===== src/rtl/uart_pkg.sv =====
// rtl/uart_pkg.sv - shared types and helpers for the UART transmit path
package uart_pkg;

    localparam int UART_DATA_W = 8;

    typedef enum logic [2:0] {
        IDLE,
        START,
        DATA,
        PARITY,
        STOP
    } uart_tx_state_t;

    // Even parity is the XOR of the data bits; odd parity inverts it.
    function automatic logic uart_parity(input logic [UART_DATA_W-1:0] data,
                                         input logic odd);
        return (^data) ^ odd;
    endfunction

endpackage


===== src/rtl/uart_tx_fifo.sv =====
// rtl/uart_tx_fifo.sv - synchronous FIFO with occupancy counter
module uart_tx_fifo #(
    parameter int WIDTH = 8,
    parameter int DEPTH = 8,
    localparam int AW = $clog2(DEPTH),
    localparam int CW = $clog2(DEPTH + 1)
) (
    input  logic             clk,
    input  logic             rst_n,
    input  logic             push,
    input  logic [WIDTH-1:0] push_data,
    input  logic             pop,
    output logic [WIDTH-1:0] pop_data,
    output logic             full,
    output logic             empty,
    output logic [CW-1:0]    count
);

    logic [WIDTH-1:0] mem [DEPTH];
    logic [AW-1:0]    wr_ptr;
    logic [AW-1:0]    rd_ptr;
    logic             do_push;
    logic             do_pop;

    // A push into a full FIFO is dropped even when a pop happens in the same cycle.
    assign do_push  = push && !full;
    assign do_pop   = pop && !empty;
    assign full     = (count == CW'(DEPTH));
    assign empty    = (count == '0);
    assign pop_data = mem[rd_ptr];

    always_ff @(posedge clk) begin
        if (do_push) begin
            mem[wr_ptr] <= push_data;
        end
    end

    always_ff @(posedge clk or negedge rst_n) begin
        if (!rst_n) begin
            wr_ptr <= '0;
            rd_ptr <= '0;
            count  <= '0;
        end else begin
            if (do_push) begin
                wr_ptr <= wr_ptr + AW'(1);
            end
            if (do_pop) begin
                rd_ptr <= rd_ptr + AW'(1);
            end
            case ({do_push, do_pop})
                2'b10:   count <= count + CW'(1);
                2'b01:   count <= count - CW'(1);
                default: count <= count;
            endcase
        end
    end

endmodule


===== src/rtl/uart_tx_ctrl.sv =====
// rtl/uart_tx_ctrl.sv - 8-bit UART transmitter with input FIFO, parity and 1/2 stop bits
module uart_tx_ctrl
    import uart_pkg::*;
#(
    parameter int DEPTH = 8,
    parameter int DIV_W = 16
) (
    input  logic                       clk,
    input  logic                       rst_n,
    input  logic [DIV_W-1:0]           div_i,
    input  logic                       parity_en_i,
    input  logic                       parity_odd_i,
    input  logic                       stop2_i,
    input  logic [UART_DATA_W-1:0]     tx_data_i,
    input  logic                       tx_valid_i,
    output logic                       tx_ready_o,
    output logic                       tx_o,
    output logic                       busy_o,
    output logic [$clog2(DEPTH+1)-1:0] fifo_count_o
);

    uart_tx_state_t         state;
    logic                   fifo_full;
    logic                   fifo_empty;
    logic                   pop;
    logic [UART_DATA_W-1:0] head;
    logic [DIV_W-1:0]       baud_cnt;
    logic [DIV_W-1:0]       div_lat;
    logic                   par_en_lat;
    logic                   par_bit_lat;
    logic                   stop2_lat;
    logic [2:0]             bit_cnt;
    logic                   stop_cnt;
    logic [UART_DATA_W-1:0] shift_q;
    logic                   bit_end;
    logic                   last_stop;

    uart_tx_fifo #(
        .WIDTH (UART_DATA_W),
        .DEPTH (DEPTH)
    ) u_fifo (
        .clk       (clk),
        .rst_n     (rst_n),
        .push      (tx_valid_i),
        .push_data (tx_data_i),
        .pop       (pop),
        .pop_data  (head),
        .full      (fifo_full),
        .empty     (fifo_empty),
        .count     (fifo_count_o)
    );

    assign tx_ready_o = !fifo_full;
    assign busy_o     = (state != IDLE) || !fifo_empty;
    assign bit_end    = (baud_cnt == '0);
    assign last_stop  = (state == STOP) && bit_end && (!stop2_lat || stop_cnt);
    // Popping on the last stop cycle chains frames with no idle gap.
    assign pop        = !fifo_empty && ((state == IDLE) || last_stop);

    always_ff @(posedge clk or negedge rst_n) begin
        if (!rst_n) begin
            state       <= IDLE;
            tx_o        <= 1'b1;
            baud_cnt    <= '0;
            div_lat     <= '0;
            par_en_lat  <= 1'b0;
            par_bit_lat <= 1'b0;
            stop2_lat   <= 1'b0;
            bit_cnt     <= '0;
            stop_cnt    <= 1'b0;
            shift_q     <= '0;
        end else if (pop) begin
            // Frame settings are captured here so mid-frame input changes wait for the next frame.
            state       <= START;
            tx_o        <= 1'b0;
            shift_q     <= head;
            div_lat     <= div_i;
            baud_cnt    <= div_i;
            par_en_lat  <= parity_en_i;
            par_bit_lat <= uart_parity(head, parity_odd_i);
            stop2_lat   <= stop2_i;
        end else if (state != IDLE && !bit_end) begin
            baud_cnt <= baud_cnt - DIV_W'(1);
        end else begin
            baud_cnt <= div_lat;
            case (state)
                START: begin
                    state   <= DATA;
                    tx_o    <= shift_q[0];
                    bit_cnt <= '0;
                end
                DATA: begin
                    if (bit_cnt == 3'd7) begin
                        state    <= par_en_lat ? PARITY : STOP;
                        tx_o     <= par_en_lat ? par_bit_lat : 1'b1;
                        stop_cnt <= 1'b0;
                    end else begin
                        bit_cnt <= bit_cnt + 3'd1;
                        shift_q <= shift_q >> 1;
                        tx_o    <= shift_q[1];
                    end
                end
                PARITY: begin
                    state    <= STOP;
                    tx_o     <= 1'b1;
                    stop_cnt <= 1'b0;
                end
                STOP: begin
                    if (last_stop) begin
                        state <= IDLE;
                    end else begin
                        stop_cnt <= 1'b1;
                    end
                end
                default: begin
                    state    <= IDLE;
                    tx_o     <= 1'b1;
                    baud_cnt <= '0;
                end
            endcase
        end
    end

endmodule


===== config.mk =====
export PLATFORM = sky130hd
export DESIGN_NAME = uart_tx_ctrl
export DESIGN_NICKNAME = d
export VERILOG_FILES = /design/src/rtl/uart_pkg.sv /design/src/rtl/uart_tx_fifo.sv /design/src/rtl/uart_tx_ctrl.sv
export SDC_FILE = /design/constraint.sdc
export NUM_CORES = 1
export LEC_CHECK = 0
export BUFFER_PORTS_ARGS = -buffer_cell sky130_fd_sc_hd__buf_4
export CAP_MARGIN = 20
export CORE_MARGIN = 2
export CORE_UTILIZATION = 35
export CTS_BUF_LIST = sky130_fd_sc_hd__clkbuf_16
export DETAILED_ROUTE_END_ITERATION = 10
export SLEW_MARGIN = 20
export SYNTH_ARGS = -nofsm -noshare
export SYNTH_HDL_FRONTEND = slang
export SYNTH_SLANG_ARGS = --single-unit

===== constraint.sdc =====
create_clock -name clk -period 3.2 [get_ports clk]
set_input_delay 0.64 -clock clk [delete_from_list [all_inputs] [get_ports clk]]
set_output_delay 0.64 -clock clk [all_outputs]
set_load 0.02 [all_outputs]

[After elaboration in Yosys (flattened, before gate mapping)]
Memory sizes are Yosys's and may differ from the RTL's.
Index checks and enable logic that the tools add are counted.
Word-level totals
  bits in latches: 0
  memories kept: 1
  input port bits: 30
  output and inout port bits: 7
  word-level logic and storage cells: 93
  RAM bits: 64
  register bits after elaboration: 61
  bits in read-only memories: 0
Operators by class
  divide/modulo/power cells: 0
  muxes and demuxes: 26
  reduce and logical (&&, ||, !) cells: 28
  order comparisons: 0
  bitwise operators: 3
  multiply operators: 0
  shift operators: 0
  add/sub/neg operators: 6
  eq/ne operators: 16
Memory list
  u_fifo.mem: depth 8, bits a word 8, read ports 1, clocked after Yosys merged registers in 0, write ports 1, RTL line uart_tx_fifo.sv:19  | logic [WIDTH-1:0] mem [DEPTH];
Operators with widths (number)
  $mux W16: 3
  $mux W8: 4
  $mux W3: 6
  $logic_not A16 Y1: 1
  $sub A16 B1 Y16 const B: 1
  $pmux W3 S4: 1
  $add A3 B1 Y3 const B: 3
  $mux W1: 8
  $pmux W4 S2: 1
  $reduce_xor A8 Y1: 1
  $eq A3 B2 Y1 const B: 2
  $eq A3 B3 Y1 const B: 2
  $logic_and A1 B1 Y1: 6
  $ne A2 B1 Y1 const B: 3
  $ne A2 B2 Y1 const B: 3
  $ne A3 B2 Y1 const B: 2
  $pmux W1 S3: 2
  $pmux W3 S2: 1
  $reduce_and A3 Y1: 2
  $reduce_bool A2 Y1: 3
  $reduce_bool A3 Y1: 2
  $reduce_and A5 Y1: 1
  $add A4 B1 Y4 const B: 1
  $eq A4 B4 Y1 const B: 1
  13 further kinds: 19

[Depth between registers and ports, before layout]
  depth after elaboration: 8
  mapped depth: 14
  mapped depth without buffers: 13

[Cells and area by module]
A second synthesis with hierarchy kept.
Unflattened totals
  cells, all modules: 421
  area, all modules: 5913.2 µm²
By module, submodules not included
  uart_tx_fifo: cells an instance 161, times used 1, sequential area each 2172.1 µm², area an instance 3139.3 µm²
  uart_tx_ctrl: cells an instance 260, times used 1, sequential area each 1277.5 µm², area an instance 2773.9 µm²

[Worst setup path after synthesis]
Ideal clock, no wire load.
  kind: register -> register
  start: register baud_cnt[4]
  end: register u_fifo.count[3]
  stages on the path, launching flop included: 14
  path slack: 293 ps
  clock period less this slack: 2907 ps
  arrival: 2775 ps
  cell sequence: dfrtp_1 > nor3_1 > nand2_1 > o31ai_4 > nand2_4 > inv_2 > buf_6 > ha_1 > ha_1 > a21o_1 > a21oi_1 > xnor2_1 > nor2_1 > xor2_1
On the way
  word-level cells in the longest chain between the ends: 8
  elaborated cells between the ends (all ways): 10
  classes of those cells: 2 x eq/ne; 1 x mux; 7 x reduce/logical
Ends and longest elaborated chain
  start, declared: RTL line uart_tx_ctrl.sv:27  | logic [DIV_W-1:0] baud_cnt;
  start signal, assigned: RTL line uart_tx_ctrl.sv:78  | baud_cnt <= div_i;
  start signal, assigned: RTL line uart_tx_ctrl.sv:83  | baud_cnt <= baud_cnt - DIV_W'(1);
  start signal, assigned: RTL line uart_tx_ctrl.sv:85  | baud_cnt <= div_lat;
  $logic_not A16 Y1 (*): RTL line uart_tx_ctrl.sv:55  | assign bit_end = (baud_cnt == '0);
  $logic_and A1 B1 Y1 (*) (2 in series): RTL line uart_tx_ctrl.sv:56  | assign last_stop = (state == STOP) && bit_end && (!stop2_lat || stop_cnt);
  $logic_or A1 B1 Y1 (*): RTL line uart_tx_ctrl.sv:58  | assign pop = !fifo_empty && ((state == IDLE) || last_stop);
  $logic_and A1 B1 Y1 (*): RTL line uart_tx_ctrl.sv:58
  via pop: RTL line uart_tx_ctrl.sv:25  | logic pop;
  $logic_and A1 B1 Y1 (*): RTL line uart_tx_fifo.sv:27  | assign do_pop = pop && !empty;
  $eq A2 B1 Y1 / $eq A2 B2 Y1 (equally long branches): RTL line uart_tx_fifo.sv:50  | case ({do_push, do_pop})
  $pmux W4 S2 / $reduce_bool A2 Y1 (equally long branches)
  end signal, assigned: RTL line uart_tx_fifo.sv:51  | 2'b10: count <= count + CW'(1);
  end signal, assigned: RTL line uart_tx_fifo.sv:52  | 2'b01: count <= count - CW'(1);
  end signal, assigned: RTL line uart_tx_fifo.sv:53  | default: count <= count;
  end, declared: RTL line uart_tx_fifo.sv:16  | output logic [CW-1:0] count
The timed path passes the listed nets; every way through them passes the cells marked *.
A chain may end at the register's enable or synchronous reset.

[Worst setup path in the final report]
  start: register baud_cnt[11]
  end: register u_fifo.count[3]
On the way
  word-level cells in the longest chain between the ends: 8
  elaborated cells between the ends (all ways): 10
  classes of those cells: 2 x eq/ne; 1 x mux; 7 x reduce/logical
Ends and longest elaborated chain (RTL line)
  $logic_not A16 Y1 (*): uart_tx_ctrl.sv:55
  $logic_and A1 B1 Y1 (*) (2 in series): uart_tx_ctrl.sv:56
  $logic_or A1 B1 Y1 (*): uart_tx_ctrl.sv:58
  $logic_and A1 B1 Y1 (*): uart_tx_ctrl.sv:58
  $logic_and A1 B1 Y1 (*): uart_tx_fifo.sv:27
  $eq A2 B1 Y1 / $eq A2 B2 Y1 (equally long branches): uart_tx_fifo.sv:50
  $pmux W4 S2 / $reduce_bool A2 Y1 (equally long branches)
Mark *: on every way between the ends. The rest lies on a longest branch, timed or not.

==> qor_table.md <==
| Metric | Value | Unit |
|---|---|---|
| Fin crit period | 2.90 | ns |
| Maximum number of pins on one net before global-route repair | 62 | - |
| Worst-margin pin slew | 0.825 | ns |
| Total of flip-flops plus latches after synthesis | 125 | - |
| Worst setup slack after layout | 0.304 | ns |
| CTS tree | yes | - |
| Power per standard cell area | 932 | mW/mm^2 |
| Layout filler cell count | 1525 | - |
| Top Ports | 37 | - |
| Max rail drop VDD | 525 | uV |
| Sequential cell fraction of total power | 0.399 | - |
| Final Core Density | 0.423 | - |
| Static Leakage | 2.73 | nW |
| Number of antenna violations at the first check in global routing | 0 | - |
| Min-Delay Path Class | primary input to async pin | - |
| Number of enable-type register cells in the synthesized netlist | 64 | - |
| Clock insertion delay at the later pin of the skew report | 0.42 | ns |
| Final Wtd Congestion | 0.794 | - |
| Via density per instance | 5.15 | - |
| Die height | 133 | microns |
| Mean instance size in the synthesized netlist | 14.3 | sq um |
| Starting density of the core | 0.354 | - |
| Netlist cell types | 63 | - |
| Share of flip-flops with an asynchronous set or reset after synthesis | 0.488 | - |
| Max capacitance violation total | 0 | - |
| Total half-perimeter wirelength after legalization and detailed placement | 7870 | microns |
| Die Area | 0.0176 | sq mm |
| Finish-stage setup viols | 0 | - |
| Endpoint class of the critical path | flop | - |
| Via total after detailed routing | 3571 | - |
| Clock-pin slew of the registers on the worst-case setup and hold paths | 0.06 | ns |
| Worst max-slew margin expressed relative to the limit | 0.448 | - |
| Final Max Slew Viols | 0 | - |
| GR Util All Layers | 0.142 | - |
| Hold bufs inserted after CTS | 0 | - |
| Setup repair after global routing missed its margin | no | - |
| Most used flip-flop cell after synthesis | sky130_fd_sc_hd__edfxtp_1 | - |
| TNS Setup | 0 | ns |
| Root cell of the clock tree | sky130_fd_sc_hd__clkbuf_16 | - |
| Part of the total power dissipated in combinational logic | 0.324 | - |
| Endpoint required time on the critical path | 3.50 | ns |
| Number of global-route vias before repair | 3592 | - |
| Number of warnings printed during yosys synthesis | 0 | - |
| Row count | 47 | - |
| WL per Instance | 17.1 | microns |
| Outcome | finished clean | - |
| Maximum level of the CTS H-tree | 4 | - |
| Final period util | 0.905 | - |
| Post-Syn Instances | 404 | - |
| Buffer levels on the longest clock path | 2 | - |
| Count of routing violations after the opening detailed-route iteration | 216 | - |
| Layout Area Growth over Synthesis | 19.5 | % |
| Post_cts resized | 0 | - |
| Sequential area share after synthesis | 0.596 | - |
| Total of buffers placed on input and output ports | 36 | - |
| NetSw | 2.14 | mW |
| Sink Count | 125 | - |
| Clock share of power | 0.277 | - |
| Total overflow reported by the global router | 0 | - |
| Final setup skew | 0.00726 | ns |
| Netlist area before placement | 0.00579 | sq mm |
| Setup repair bufs after CTS | 0 | - |
| Setup slack at placement | 0.299 | ns |
| Hold slack final | 0.294 | ns |
| Type of the setup path with the least slack | flop to flop | - |
| Ant. Diodes | 0 | - |
| Wire length of the first global-routing pass | 19200 | microns |
| Number of routed nets with antenna violations | 0 | - |
| Design internal power | 4.31 | mW |
| Drt pass-1 iters | 4 | - |
| Floorplan die width | 133 | microns |
| Final Net Count | 500 | - |
| Fraction of final layout cells with drive strength greater than 1 | 0.247 | - |
| Net Count, Synth | 444 | - |
| Number of hold violations in the final report | 0 | - |
| DRT Wirelength | 11800 | microns |
| Critical path startpoint category | flop | - |
| Switching portion of total power | 0.331 | - |
| Core ar. | 0.0163 | sq mm |
| Remaining DRCs | 0 | - |
| Number of CTS-inserted buffers | 17 | - |
| Worst Path Arrival | 3.20 | ns |
| Peak fanout along the critical path | 13 | - |
| Peak clock frequency supported by timing | 345 | MHz |
==> power groups by stage <==
| stage | logic [mW] | registers [mW] | clock network, mW |
|---|---|---|---|
| after floorplan | 1.61 | 2.49 | 0 |
| after global placement | 2.08 | 2.58 | 0 |
| after detailed placement | 2.11 | 2.60 | 0 |
| after CTS | 2.13 | 2.57 | 1.83 |
| after global routing | 2.31 | 2.64 | 1.89 |
| final | 2.09 | 2.57 | 1.79 |
==> layout by cell type (no fill, tap or decap), types with 4 or more instances in the layout <==
cell type / instances
sky130_fd_sc_hd__a21o_1: 4
sky130_fd_sc_hd__dfrtp_1: 60
sky130_fd_sc_hd__a221o_1: 5
sky130_fd_sc_hd__buf_4: 54
sky130_fd_sc_hd__inv_1: 15
sky130_fd_sc_hd__mux4_1: 13
sky130_fd_sc_hd__mux2i_1: 7
sky130_fd_sc_hd__nor4_1: 5
sky130_fd_sc_hd__nand4_1: 4
sky130_fd_sc_hd__nor2_1: 16
sky130_fd_sc_hd__a22oi_1: 5
sky130_fd_sc_hd__xor2_1: 5
sky130_fd_sc_hd__edfxtp_1: 64
sky130_fd_sc_hd__nand3_1: 8
sky130_fd_sc_hd__clkbuf_16: 17
sky130_fd_sc_hd__nor3_1: 15
sky130_fd_sc_hd__a32oi_1: 5
sky130_fd_sc_hd__nand2b_1: 7
sky130_fd_sc_hd__xnor3_1: 4
sky130_fd_sc_hd__o22a_1: 8
sky130_fd_sc_hd__xnor2_1: 13
sky130_fd_sc_hd__clkinvlp_4: 4
sky130_fd_sc_hd__a21oi_1: 7
sky130_fd_sc_hd__ha_1: 9
sky130_fd_sc_hd__inv_6: 4
sky130_fd_sc_hd__nand2_1: 24
sky130_fd_sc_hd__or3_1: 4
sky130_fd_sc_hd__clkinv_4: 4
sky130_fd_sc_hd__o21ai_0: 18
sky130_fd_sc_hd__mux2_2: 17
==> synth_stat cells (2+ instances only) <==
library cell / n / area share
sky130_fd_sc_hd__mux4_1: 13 / 0.059
sky130_fd_sc_hd__xnor3_1: 4 / 0.016
sky130_fd_sc_hd__dfrtp_1: 60 / 0.26
sky130_fd_sc_hd__nand2_1: 24 / 0.016
sky130_fd_sc_hd__xor2_1: 5 / 0.0076
sky130_fd_sc_hd__nand2b_1: 7 / 0.0076
sky130_fd_sc_hd__a32oi_1: 5 / 0.0076
sky130_fd_sc_hd__and3_1: 2 / 0.0022
sky130_fd_sc_hd__o21ai_0: 18 / 0.016
sky130_fd_sc_hd__mux4_2: 3 / 0.012
sky130_fd_sc_hd__xnor2_1: 13 / 0.020
sky130_fd_sc_hd__o22ai_1: 2 / 0.0022
sky130_fd_sc_hd__a22o_1: 2 / 0.0030
sky130_fd_sc_hd__inv_1: 15 / 0.0097
sky130_fd_sc_hd__o32a_1: 2 / 0.0035
sky130_fd_sc_hd__a21o_1: 4 / 0.0052
sky130_fd_sc_hd__edfxtp_1: 64 / 0.33
sky130_fd_sc_hd__mux2i_1: 7 / 0.012
sky130_fd_sc_hd__o21a_1: 2 / 0.0026
sky130_fd_sc_hd__ha_1: 9 / 0.019
sky130_fd_sc_hd__o22a_1: 8 / 0.012
sky130_fd_sc_hd__a211o_1: 2 / 0.0030
sky130_fd_sc_hd__buf_6: 5 / 0.0097
sky130_fd_sc_hd__nor2_1: 16 / 0.010
sky130_fd_sc_hd__nor3_1: 15 / 0.013
sky130_fd_sc_hd__a21oi_1: 7 / 0.0061
sky130_fd_sc_hd__a22oi_1: 5 / 0.0065
sky130_fd_sc_hd__nand4_1: 4 / 0.0043
sky130_fd_sc_hd__clkbuf_1: 6 / 0.0039
sky130_fd_sc_hd__nand4b_1: 2 / 0.0030
sky130_fd_sc_hd__a221o_1: 5 / 0.0087
sky130_fd_sc_hd__or3_1: 4 / 0.0043
sky130_fd_sc_hd__buf_2: 5 / 0.0043
sky130_fd_sc_hd__nor4_1: 5 / 0.0054
sky130_fd_sc_hd__a31oi_1: 3 / 0.0032
sky130_fd_sc_hd__mux2_2: 17 / 0.033
sky130_fd_sc_hd__nand3_1: 8 / 0.0069
==> layer usage <==
| layer | track usage | part of all wire |
|---|---|---|
| met2 | 0.232 | 0.49 |
| met4 | 0.0538 | 0.015 |
| met3 | 0.0391 | 0.040 |
| met1 | 0.182 | 0.45 |
| met5 | 0 | 0 |
==> sequential cells by signal, summed over array words and instances, names as in the netlist <==
| register | flops |
|---|---|
| par_en_lat | 1 |
| shift_q | 8 |
| u_fifo.count | 4 |
| u_fifo.mem | 64 |
| stop2_lat | 1 |
| state | 3 |
| div_lat | 16 |
| tx_o | 1 |
| baud_cnt | 16 |
| bit_cnt | 3 |
| u_fifo.rd_ptr | 3 |
| stop_cnt | 1 |
| par_bit_lat | 1 |
| u_fifo.wr_ptr | 3 |
==> worst max-delay path, stage by stage (launching register included) <==
cell	delay, ns
sky130_fd_sc_hd__dfrtp_1	0.44
sky130_fd_sc_hd__nor4_1	0.38
sky130_fd_sc_hd__nand4b_1	0.29
sky130_fd_sc_hd__o31ai_4	0.30
sky130_fd_sc_hd__nand2_4	0.17
sky130_fd_sc_hd__inv_2	0.09
sky130_fd_sc_hd__ha_1	0.19
sky130_fd_sc_hd__ha_1	0.24
sky130_fd_sc_hd__a21o_1	0.16
sky130_fd_sc_hd__a21oi_1	0.19
sky130_fd_sc_hd__xnor2_1	0.14
sky130_fd_sc_hd__nor2_1	0.07
sky130_fd_sc_hd__xor2_1	0.14
==> through the flow <==
step           area [sq um]  total power, mW  cells
3_5_place_dp           6350             4.71    661
3_3_place_gp           6350             4.65    661
2_1_floorplan          5790             4.11    404
4_1_cts                6910             6.53    693
6_report               6910             6.44    693
5_1_grt                6910             6.84    693
==> path summary, 6_finish.rpt <==
kind | slack, ns | cells after the start | from | end
max | 0.30 | 12 | baud_cnt[11] | u_fifo.count[3]
min | 0.29 | 1 | rst_n | div_lat[13]
max reg2reg | 0.30 | 12 | baud_cnt[11] | u_fifo.count[3]
min reg2reg | 0.48 | 2 | div_lat[11] | baud_cnt[11]
max in group asynchronous | 2.38 | 1 | rst_n | bit_cnt[1]
min in group clk | 0.45 | 1 | tx_data_i[5] | u_fifo.mem[7][5]
==> kinds of logic after synthesis <==
family / share of synthesized area
AO/OA/AOI/OAI: 0.105
XOR/XNOR: 0.0428
adder cells (fa/ha/maj): 0.0229
buffers and inverters: 0.0296
flip-flops: 0.596
multiplexers: 0.116
AND/OR/NAND/NOR: 0.0876
==> final cells by class <==
type / instances / area, sq um / area share
sequential: 125 / 3450 / 0.499
multi-input combinational: 246 / 2160 / 0.313
clock buffer: 17 / 425 / 0.0615
timing repair buffer: 54 / 405 / 0.0587
tap: 220 / 275 / 0.0398
clock inverter: 15 / 131 / 0.0190
inverter: 16 / 60.1 / 0.00869
(Power assumes the default switching activity.)
